--- src/rtl/lcd_pkg.sv ---
// lcd_pkg: shared types and constants for the ST7735S LCD path.
//   lcd_state_e      : transmitter states IDLE / SHIFT / GAP
//   LCD_CMD, LCD_DAT : a0 levels (command / data)
//   ST7735S opcodes used by the init and pixel sequencers
package lcd_pkg;

   typedef enum logic [1:0] {
      IDLE,
      SHIFT,
      GAP
   } lcd_state_e;

   localparam logic LCD_CMD = 1'b0;
   localparam logic LCD_DAT = 1'b1;

   localparam logic [7:0] SLPOUT = 8'h11;
   localparam logic [7:0] CASET  = 8'h2A;
   localparam logic [7:0] RASET  = 8'h2B;
   localparam logic [7:0] RAMWR  = 8'h2C;
   localparam logic [7:0] DISPON = 8'h29;
   localparam logic [7:0] COLMOD = 8'h3A;
   localparam logic [7:0] MADCTL = 8'h36;

endpackage

--- src/rtl/lcd_spi_tx_if.sv ---
// lcd_spi_tx_if: byte handshake between the LCD sequencer and lcd_spi_tx.
//   in_valid : byte offered            (master -> slave)
//   in_ready : byte can be accepted    (slave  -> master)
//   in_dc    : a0 level, 0 = command   (master -> slave)
//   in_data  : byte to send            (master -> slave)
//   in_last  : release cs after byte   (master -> slave)
interface lcd_spi_tx_if;

   logic       in_valid;
   logic       in_ready;
   logic       in_dc;
   logic [7:0] in_data;
   logic       in_last;

   modport master (
      output in_valid,
      output in_dc,
      output in_data,
      output in_last,
      input  in_ready
   );

   modport slave (
      input  in_valid,
      input  in_dc,
      input  in_data,
      input  in_last,
      output in_ready
   );

endinterface

--- src/rtl/lcd_spi_tick.sv ---
// lcd_spi_tick: half-period tick generator for the SPI clock.
//   i_clk  : system clock
//   i_rst  : synchronous active-high reset
//   i_clr  : synchronous clear, restarts the count at 0
//   i_en   : count enable
//   o_tick : one-cycle pulse on the last of every DIV enabled cycles
module lcd_spi_tick #(
   parameter int unsigned DIV = 5
) (
   input  logic i_clk,
   input  logic i_rst,
   input  logic i_clr,
   input  logic i_en,
   output logic o_tick
);

   logic [7:0] r_cnt;
   logic       w_term;

   assign w_term = (r_cnt == 8'(DIV - 1));
   assign o_tick = i_en && w_term;

   always_ff @(posedge i_clk) begin
      if (i_rst || i_clr) begin
         r_cnt <= '0;
      end else if (i_en) begin
         r_cnt <= w_term ? '0 : r_cnt + 8'd1;
      end
   end

endmodule

--- src/rtl/lcd_spi_tx.sv ---
// lcd_spi_tx: byte-level 4-wire SPI transmitter (mode 0) for the ST7735S.
//   clock   : system clock, all logic on posedge
//   reset   : synchronous active-high reset
//   in_if   : byte handshake (valid/ready, dc, data, last)
//   busy    : byte or cs gap in progress
//   lcd_cs  : chip select, active low
//   lcd_a0  : panel D/C line
//   lcd_sck : registered SPI clock, idles low
//   lcd_sda : registered SPI data
// Build option: define LCD_SPI_TX_LSB_FIRST_EN to shift LSB first (default MSB first).
module lcd_spi_tx
   import lcd_pkg::*;
#(
   parameter int unsigned DIV = 5,
   parameter int unsigned GAP = 2
) (
   input  logic        clock,
   input  logic        reset,
   lcd_spi_tx_if.slave in_if,
   output logic        busy,
   output logic        lcd_cs,
   output logic        lcd_a0,
   output logic        lcd_sck,
   output logic        lcd_sda
);

`ifdef LCD_SPI_TX_LSB_FIRST_EN
   localparam bit LSB_FIRST = 1'b1;
`else
   localparam bit LSB_FIRST = 1'b0;
`endif

   lcd_state_e r_state, w_state_nxt;
   logic       r_ready, w_ready_nxt;
   logic       r_cs, w_cs_nxt;
   logic       r_a0, w_a0_nxt;
   logic       r_sck, w_sck_nxt;
   logic       r_sda, w_sda_nxt;
   logic       r_last, w_last_nxt;
   logic [7:0] r_shift, w_shift_nxt;
   logic [2:0] r_bit, w_bit_nxt;
   logic [7:0] r_gap_cnt, w_gap_cnt_nxt;

   logic       w_tick;
   logic       w_tick_en;
   logic       w_last_fall;
   logic       w_gap_done;
   logic       w_ready;
   logic       w_accept;
   logic       w_first_bit;
   logic       w_next_bit;
   logic [7:0] w_shift_adv;

   assign w_tick_en   = (r_state == lcd_pkg::SHIFT);
   assign w_last_fall = w_tick && r_sck && (r_bit == 3'd7);
   assign w_gap_done  = (r_gap_cnt == 8'(GAP - 1));

   // Ready is also raised combinationally in the cycle whose closing edge ends
   // the byte (no in_last) or the cs gap, so the next byte starts on that very
   // edge and the sck stream stays contiguous.
   assign w_ready  = r_ready
                   || ((r_state == lcd_pkg::SHIFT) && w_last_fall && !r_last)
                   || ((r_state == lcd_pkg::GAP) && w_gap_done);
   assign w_accept = w_ready && in_if.in_valid;

   assign w_first_bit = LSB_FIRST ? in_if.in_data[0] : in_if.in_data[7];
   assign w_next_bit  = LSB_FIRST ? r_shift[1] : r_shift[6];
   assign w_shift_adv = LSB_FIRST ? {1'b0, r_shift[7:1]} : {r_shift[6:0], 1'b0};

   lcd_spi_tick #(
      .DIV (DIV)
   ) u_tick (
      .i_clk  (clock),
      .i_rst  (reset),
      .i_clr  (w_accept),
      .i_en   (w_tick_en),
      .o_tick (w_tick)
   );

   always_comb begin
      w_state_nxt   = r_state;
      w_cs_nxt      = r_cs;
      w_a0_nxt      = r_a0;
      w_sck_nxt     = r_sck;
      w_sda_nxt     = r_sda;
      w_last_nxt    = r_last;
      w_shift_nxt   = r_shift;
      w_bit_nxt     = r_bit;
      w_gap_cnt_nxt = r_gap_cnt;

      unique case (r_state)
         lcd_pkg::IDLE: begin
         end
         lcd_pkg::SHIFT: begin
            if (w_tick) begin
               w_sck_nxt = ~r_sck;
               // Data only moves on falling edges, so it is stable across the high phase.
               if (r_sck) begin
                  if (r_bit != 3'd7) begin
                     w_bit_nxt   = r_bit + 3'd1;
                     w_shift_nxt = w_shift_adv;
                     w_sda_nxt   = w_next_bit;
                  end else if (r_last) begin
                     w_cs_nxt      = 1'b1;
                     w_gap_cnt_nxt = '0;
                     w_state_nxt   = lcd_pkg::GAP;
                  end else begin
                     w_state_nxt = lcd_pkg::IDLE;
                  end
               end
            end
         end
         lcd_pkg::GAP: begin
            if (w_gap_done) begin
               w_state_nxt = lcd_pkg::IDLE;
            end else begin
               w_gap_cnt_nxt = r_gap_cnt + 8'd1;
            end
         end
         default: begin
            w_state_nxt = lcd_pkg::IDLE;
         end
      endcase

      // Accept overrides the end-of-byte / end-of-gap transition taken above.
      if (w_accept) begin
         w_shift_nxt = in_if.in_data;
         w_last_nxt  = in_if.in_last;
         w_a0_nxt    = in_if.in_dc;
         w_cs_nxt    = 1'b0;
         w_sda_nxt   = w_first_bit;
         w_sck_nxt   = 1'b0;
         w_bit_nxt   = '0;
         w_state_nxt = lcd_pkg::SHIFT;
      end

      w_ready_nxt = (w_state_nxt == lcd_pkg::IDLE);
   end

   always_ff @(posedge clock) begin
      if (reset) begin
         r_state   <= lcd_pkg::IDLE;
         r_ready   <= 1'b0;
         r_cs      <= 1'b1;
         r_a0      <= 1'b0;
         r_sck     <= 1'b0;
         r_sda     <= 1'b0;
         r_last    <= 1'b0;
         r_shift   <= '0;
         r_bit     <= '0;
         r_gap_cnt <= '0;
      end else begin
         r_state   <= w_state_nxt;
         r_ready   <= w_ready_nxt;
         r_cs      <= w_cs_nxt;
         r_a0      <= w_a0_nxt;
         r_sck     <= w_sck_nxt;
         r_sda     <= w_sda_nxt;
         r_last    <= w_last_nxt;
         r_shift   <= w_shift_nxt;
         r_bit     <= w_bit_nxt;
         r_gap_cnt <= w_gap_cnt_nxt;
      end
   end

   assign in_if.in_ready = w_ready;
   assign busy           = (r_state != lcd_pkg::IDLE);
   assign lcd_cs         = r_cs;
   assign lcd_a0         = r_a0;
   assign lcd_sck        = r_sck;
   assign lcd_sda        = r_sda;

endmodule

--- src/flat_wrapper.sv ---
// flat-port wrapper written by rule: the top's interface ports become plain ports
module lcd_spi_tx_flat import lcd_pkg::*;
#(
   parameter int unsigned DIV = 5,
   parameter int unsigned GAP = 2
)
  (clock, reset, busy, lcd_cs, lcd_a0, lcd_sck, lcd_sda, in_if_in_valid, in_if_in_dc, in_if_in_data, in_if_in_last, in_if_in_ready);
  lcd_spi_tx_if in_if_i ();
  input  logic clock;
  input  logic reset;
  output logic busy;
  output logic lcd_cs;
  output logic lcd_a0;
  output logic lcd_sck;
  output logic lcd_sda;
  input wire logic [$bits(in_if_i.in_valid)-1:0] in_if_in_valid;
  input wire logic [$bits(in_if_i.in_dc)-1:0] in_if_in_dc;
  input wire logic [$bits(in_if_i.in_data)-1:0] in_if_in_data;
  input wire logic [$bits(in_if_i.in_last)-1:0] in_if_in_last;
  output wire logic [$bits(in_if_i.in_ready)-1:0] in_if_in_ready;
  assign in_if_i.in_valid = in_if_in_valid;
  assign in_if_i.in_dc = in_if_in_dc;
  assign in_if_i.in_data = in_if_in_data;
  assign in_if_i.in_last = in_if_in_last;
  assign in_if_in_ready = in_if_i.in_ready;
  lcd_spi_tx #(.DIV(DIV), .GAP(GAP)) u_core (.clock(clock), .reset(reset), .in_if(in_if_i), .busy(busy), .lcd_cs(lcd_cs), .lcd_a0(lcd_a0), .lcd_sck(lcd_sck), .lcd_sda(lcd_sda));
endmodule
--- config.mk ---
export PLATFORM = sky130hd
export DESIGN_NAME = lcd_spi_tx_flat
export DESIGN_NICKNAME = d
export VERILOG_FILES = /design/src/rtl/lcd_pkg.sv /design/src/rtl/lcd_spi_tx_if.sv /design/src/rtl/lcd_spi_tick.sv /design/src/rtl/lcd_spi_tx.sv /design/src/flat_wrapper.sv
export SDC_FILE = /design/constraint.sdc
export NUM_CORES = 1
export LEC_CHECK = 0
export ABC_AREA = 1
export CAP_MARGIN = 20
export CORE_MARGIN = 5
export CORE_UTILIZATION = 55
export CTS_CLUSTER_DIAMETER = 30
export DETAILED_ROUTE_END_ITERATION = 8
export PLACE_DENSITY = 0.9
export REMOVE_ABC_BUFFERS = 1
export SYNTH_ARGS = -nofsm -noshare
export SYNTH_HDL_FRONTEND = slang
export SYNTH_SLANG_ARGS = --single-unit
export TNS_END_PERCENT = 50
--- constraint.sdc ---
create_clock -name clock -period 1.8 [get_ports clock]
set_input_delay 0.36 -clock clock [delete_from_list [all_inputs] [get_ports clock]]
set_output_delay 0.36 -clock clock [all_outputs]
set_load 0.02 [all_outputs]
==> flow_metrics.tcl <==
set metrics [dict create \
    placementRows 20 \
    start_util_pct 57.8 \
    grt_use_total_pct 21.2 \
    r2r_cells 10 \
    wl_met1_mm 2.00 \
    die_x_um 67.1 \
    first_iter_violations 175 \
    clkLatencyLatePin_ns 0.35 \
    min_to "u_core.r_shift[4]" \
    grt_pass1_wl_mm 7.20 \
    synth-seq-cells 34 \
    dp_cells 329 \
    reg2reg_slack_ns -0.06 \
    port_buffers 18 \
    avgRoutedWirePerCell_um 14.6 \
    synth_cells 249 \
    layout-drive-gt1-share_pct 23.9 \
    topRoutingLayerUsed "met4" \
    synth.avg_cell_area_um2 7.21 \
    irDropWorstVdd_v 0.000408 \
    synthDistinctLibCells 28 \
    area_growth_pct 34.0 \
    n_fill_cell 202 \
    holdCritPathClass "flop to flop" \
    cts_buffer_depth 2 \
    gp_congestion 0.814 \
    tightestPinTransition_ns 0.344 \
    whs_path_depth 2 \
    power_density_nw_per_um2 633 \
    crit_path_start_kind "flop" \
    intPower_mw 1.13 \
    total_leakage_power_nw 1.03 \
    grt_max_degree 20 \
    vias_per_cell 5.58 \
    worstPathMaxFanout 6 \
    wl_mm 5.05 \
    dpl.hpwl_mm 2.87 \
    violations "DRC, setup timing" \
    syn_area_um2 1790 \
    layout_common_cells "nand2_1, inv_1, nand3_1, dfxtp_1, buf_4" \
    cp-end-kind "flop" \
    finalCritPeriodShare_pct 103 \
    layout.nets 319 \
    tns_ns -0.172 \
    cts_made_buffers 5 \
    clockRootBuffer "clkbuf_4" \
    route.met3.wl_um 411 \
    synth_warnings 0 \
    crit-reg2reg-launch "u_core.r_bit[1]" \
    worst-path-buf-inv 1 \
    pwr-share-seq_pct 51.9 \
    setup_viol 6 \
    grt_pass1_vias 1709 \
    cts_max_level 2 \
    cp_slowest_stage_delay_ns 0.38 \
    clkPwrFrac_pct 35.6 \
    core_um2 3100 \
    crit_family "compound AO/OA/AOI/OAI gates" \
    die_height_um 67.1 \
    wl_met2_mm 2.36 \
    fin_crit_ns 1.86 \
    final_common_cell "nand2_1" \
    cp.required_ns 2.05 \
    grt_overflow_total 0 \
    r2r_end "u_core.r_gap_cnt[1]" \
    cap_violations 0 \
    drc 2 \
    slew_headroom_pct 76.9 \
    cp_slowest_cell "dfxtp_2" \
    finalMaxSlewViolations 0 \
    yosys.area.top_type "dfxtp_1" \
    vias 1926 \
    first_pass_iters 8 \
    crit_cells 10 \
    netSwitchingPower_mw 0.395 \
    ant_nets 0 \
    setup_ws_ns -0.0555 \
    switching_share_pct 25.9 \
    fmax_mhz 539 \
    dieArea_um2 4500 \
    pin_count 19 \
    status "finished, violations left" \
    cp_cell_sequence "ha_4, ha_4, nand2_4, buf_4, o21ai_1, nand2_1, a21oi_4, o21ai_0, o21ai_0, nor2_1" \
    clk_pin_slew_ns 0.12 \
    worst-endpoint-arrival_ns 2.10 \
    clock_sinks 34 \
    hold_path.startpoint "u_core.r_shift[4]" \
    rsz0062_at_grt "true" \
    synth_area_leaders "dfxtp_1, nand2_1, nand3_1" \
    skew_ns 0.0125 \
    n_antenna_cell 0 \
    antenna_found_initial 0 \
    finalHoldViolCount 0 \
    synth-seq-area-share_pct 37.9 \
    critPathKind "flop to flop" \
    fin_cells 345 \
    cts_tree "done" \
    power_frac_comb_pct 12.5 \
    synth_top_area_share_pct 37.9 \
]
## state kept, by name, summed over array words and instances (netlist names)
signal               cells
u_core.r_ready           1
u_core.r_state           2
u_core.r_gap_cnt         8
u_core.u_tick.r_cnt      8
u_core.lcd_a0            1
u_core.r_last            1
u_core.r_bit             3
u_core.lcd_sda           1
u_core.r_shift           7
u_core.lcd_sck           1
u_core.lcd_cs            1
## timing repair
action | CTS | global route
pin swaps | 0 | 7
gates resized for setup | 9 | 21
hold buffers | 0 | 0
endpoints found under the hold margin | 0 | 0
setup buffers | 0 | 8
endpoints found under the setup margin | 10 | 34
## worst min-delay path, stage by stage (launching register included)
cell and delay (ns):
dfxtp_1 0.33, nand3_1 0.07, a21oi_1 0.06
## final cells by class
type                    count  area (µm²)  area share, %
multi-input cells         173        1020           42.3
flip-flops and latches     34         683           28.4
repair buffers             50         435           18.1
inverters                  36         135           5.62
clock buffers               8        78.8           3.28
well taps                  44        55.1           2.29
## worst max path at each step
stage / startpoint / end / slack, ns
floorplan: u_core.r_bit[0] / u_core.u_tick.r_cnt[5] / 0.13
global placement: u_core.r_bit[0] / in_if_in_ready / -0.13
detailed placement: u_core.r_bit[1] / in_if_in_ready / -0.16
CTS: u_core.r_bit[0] / in_if_in_ready / -0.08
global route: u_core.u_tick.r_cnt[1] / u_core.lcd_sda / -0.18
finish: u_core.r_bit[1] / u_core.r_gap_cnt[1] / -0.06
## cell usage after synthesis
cell,number
nand2_1,47
dfxtp_1,34
inv_1,34
nand3_1,33
a21oi_1,21
nor2_1,21
o21ai_0,11
ha_1,6
nor3_1,5
nand2_2,4
nor2_4,4
buf_6,3
nand3_2,3
nor2_2,3
clkbuf_1,2
inv_2,2
nand4_1,2
nor3_2,2
nor3b_1,2
xor2_1,2
a21oi_2,1
a22oi_1,1
and3_1,1
buf_2,1
nand2_4,1
nand3_4,1
o31ai_1,1
xnor2_1,1
## through the flow
stage | total power, mW | setup WS [ns] | utilization (%) | hold WS [ns] | instance area [µm²]
after global placement | 0.972 | -0.131 | 70.1 | 0.454 | 2180
after CTS | 1.50 | -0.0814 | 72.8 | 0.484 | 2260
final | 1.52 | -0.0555 | 77.5 | 0.496 | 2400
after global routing | 1.58 | -0.181 | 77.5 | 0.527 | 2400
after floorplan | 0.888 | 0.134 | - | 0.429 | 1750
after detailed placement | 0.979 | -0.163 | 70.1 | 0.469 | 2180
## per-layer routing
layer | GRT usage [%] | up-vias
li1 | - | 906
met1 | 24.0 | 872
met2 | 35.8 | 120
met3 | 5.56 | 28
met4 | 12.2 | 0
met5 | 0 | -
## power by group through the flow
| stage | Combinational (mW) | Clock, mW | Sequential [mW] |
|---|---|---|---|
| after floorplan | 0.0795 | 0 | 0.809 |
| final | 0.190 | 0.541 | 0.789 |
| after global placement | 0.169 | 0 | 0.803 |
| after detailed placement | 0.175 | 0 | 0.804 |
| after CTS | 0.175 | 0.542 | 0.787 |
| after global routing | 0.208 | 0.578 | 0.792 |
## cells by family (layout without fill, tap and decap cells)
family	after synthesis	after routing	share of synthesized area [%]
xor gates and xnor gates	3	3	1.46
adders and majority gates	6	6	4.18
and+or+nand+nor	129	129	36.1
AOI/OAI and AO/OA	35	35	10.3
DFF	34	34	37.9
buffers and inverters	42	94	10.1
No activity file was read; power rests on OpenSTA's default activity.
==> edit (same settings) <==
Make the reset (`reset`) asynchronous in one clocked block. Comments in the files are not updated.
--- a/src/rtl/lcd_spi_tx.sv
+++ b/src/rtl/lcd_spi_tx.sv
@@ -137,7 +137,7 @@
       w_ready_nxt = (w_state_nxt == lcd_pkg::IDLE);
    end
 
-   always_ff @(posedge clock) begin
+   always_ff @(posedge clock or posedge reset) begin
       if (reset) begin
          r_state   <= lcd_pkg::IDLE;
          r_ready   <= 1'b0;
Behaviour: differs if reset is asserted again (counterexample within 4 cycles, from zero or initial values and one cycle with reset high); with reset held inactive, the same outputs for 10 cycles.
==> edit against the original RTL <==
- the run ends with setup timing left
- global-route usage rose by 3.1 points
- critical path depth shrank 3
- worst setup slack worse by 0.15 ns
- clock skew is 0.014 ns higher
- area after synthesis increased by 1.0%
- routed wire length rose by 9.7%
- cell area is 5.0% higher
- worst hold slack worse by 0.30 ns
- sequential cell count unchanged
- cell count fell by 2.9%
Power is not compared: it rests on default switching activity, and its combinational part moved more than twofold at a synthesized area within 25%.
==> edit: results (changes against the original RTL) <==
<table>
<tr><th>Metric</th><th>Value</th></tr>
<tr><th colspan="2">Timing</th></tr>
<tr><td>Setup total negative slack</td><td>-0.7207 ns (-0.5490 ns)</td></tr>
<tr><td>Setup ws final</td><td>-0.2067 ns (-0.1512 ns)</td></tr>
<tr><td>Setup-violating endpoint count in the final report</td><td>14 (+8)</td></tr>
<tr><td>Final worst hold slack</td><td>0.1997 ns (-0.2961 ns)</td></tr>
<tr><th colspan="2">Run status</th></tr>
<tr><td>Outcome</td><td>finished with violations</td></tr>
<tr><td>Violated checks</td><td>setup timing</td></tr>
<tr><th colspan="2">Clocking</th></tr>
<tr><td>Latest clock arrival within the worst-skew pair</td><td>0.37 ns (+0.02 ns)</td></tr>
<tr><th colspan="2">Detailed routing</th></tr>
<tr><td>Met3 routed WL</td><td>393 um (-4.4%)</td></tr>
<tr><td>DR WL/cell</td><td>16.52 um (+13%)</td></tr>
<tr><td>Detailed route wirelength on metal2</td><td>2872 um (+22%)</td></tr>
<tr><td>First-pass iteration count of the detailed router</td><td>5 (-3)</td></tr>
<tr><th colspan="2">Layout</th></tr>
<tr><td>Count of fill cells added during filler insertion</td><td>196 (-3.0%)</td></tr>
<tr><td>Number of nets in the finished design</td><td>309 (-3.1%)</td></tr>
<tr><td>Sequential Area</td><td>812.0 um^2 (+19%)</td></tr>
<tr><td>Fraction of layout cells with a size suffix above 1</td><td>25.77% (+1.9 points)</td></tr>
<tr><th colspan="2">Critical path</th></tr>
<tr><td>Max FO, Critical Path</td><td>2 (-4)</td></tr>
<tr><td>Slack of the worst reg-to-reg path</td><td>-0.10 ns (-0.04 ns)</td></tr>
<tr><td>Data arrival time of the critical path</td><td>1.65 ns (-0.45 ns)</td></tr>
<tr><td>Destination of the worst register-to-register timing path</td><td>u_core.r_gap_cnt[2]</td></tr>
<tr><td>FF-to-FF Start</td><td>u_core.r_bit[1]</td></tr>
<tr><th colspan="2">Place</th></tr>
<tr><td>Sum of net half-perimeters after detailed placement</td><td>3062 um (+6.7%)</td></tr>
<tr><td>Area after detailed placement</td><td>2238 um^2 (+2.9%)</td></tr>
<tr><td>RePlAce Congestion</td><td>0.8536 (+4.8%)</td></tr>
<tr><th colspan="2">Global routing</th></tr>
<tr><td>First-pass GRT wire length</td><td>8190 um (+14%)</td></tr>
<tr><td>Largest net degree at the start of global routing</td><td>26 (+30%)</td></tr>
<tr><td>Number of global-route vias before repair</td><td>1,856 (+8.6%)</td></tr>
<tr><td>Met3 track utilization from global routing</td><td>7.155% (+1.6 points)</td></tr>
<tr><th colspan="2">Yosys</th></tr>
<tr><td>Cell types with the highest counts after synthesis</td><td>64 x nand2_1, 25 x dfrtp_1, 24 x inv_1, 24 x nand3_1, 23 x nor2_1</td></tr>
<tr><td>Number of instances in the synthesized netlist</td><td>230 (-7.6%)</td></tr>
</table>
==> edit: changes by cell type after synthesis, moves of 9 or more <==
cell / delta
dfrtp_1: +25
a21oi_1: -12
nand3_1: -9
inv_1: -10
dfxtp_1: -26
o21ai_0: -9
nand2_1: +17
==> edit: power breakdown <==
| group | total, mW | leakage (nW) | switching (mW) | internal, mW |
|---|---|---|---|---|
| Combinational | 0.575 | 0.763 | 0.291 | 0.284 |
| Sequential | 1.01 | 0.396 | 0.106 | 0.902 |
| Clock | 0.734 | 0.0554 | 0.300 | 0.434 |
| Total | 2.32 | 1.21 | 0.696 | 1.62 |
==> edit: worst min-delay path by stage <==
stage	from	end	cells after the start
after detailed placement	u_core.lcd_cs	u_core.lcd_cs	2
final	reset	u_core.r_last	2
after global placement	u_core.lcd_cs	u_core.lcd_cs	2
after floorplan	reset	u_core.lcd_a0	1
after CTS	reset	u_core.r_last	2
after global routing	reset	u_core.r_last	2
==> edit: worst max-delay path: stages, from the launching register on <==
cell	delay, ns
dfrtp_1	0.42
inv_1	0.12
ha_1	0.16
nand2_1	0.09
nor2_2	0.15
nand3_2	0.12
nand3_4	0.11
buf_6	0.12
==> edit: final cells by class <==
type	instances	share of cell area, %
Multi-Input combinational cell	166	38.31
Sequential cell	34	32.16
Timing Repair Buffer	56	18.83
Inverter	27	4.311
Clock inverter	3	2.725
Tap cell	44	2.180
Clock buffer	5	1.487
==> edit: cells by family after synthesis <==
| group | after synthesis | share of synthesized area, % |
|---|---|---|
| AND/OR/NAND/NOR | 133 | 33.95 |
| flip-flops | 34 | 44.79 |
| XOR/XNOR | 9 | 4.348 |
| buffers and inverters | 31 | 7.522 |
| adder cells (fa/ha/maj) | 6 | 4.141 |
| AO/OA/AOI/OAI | 17 | 5.245 |
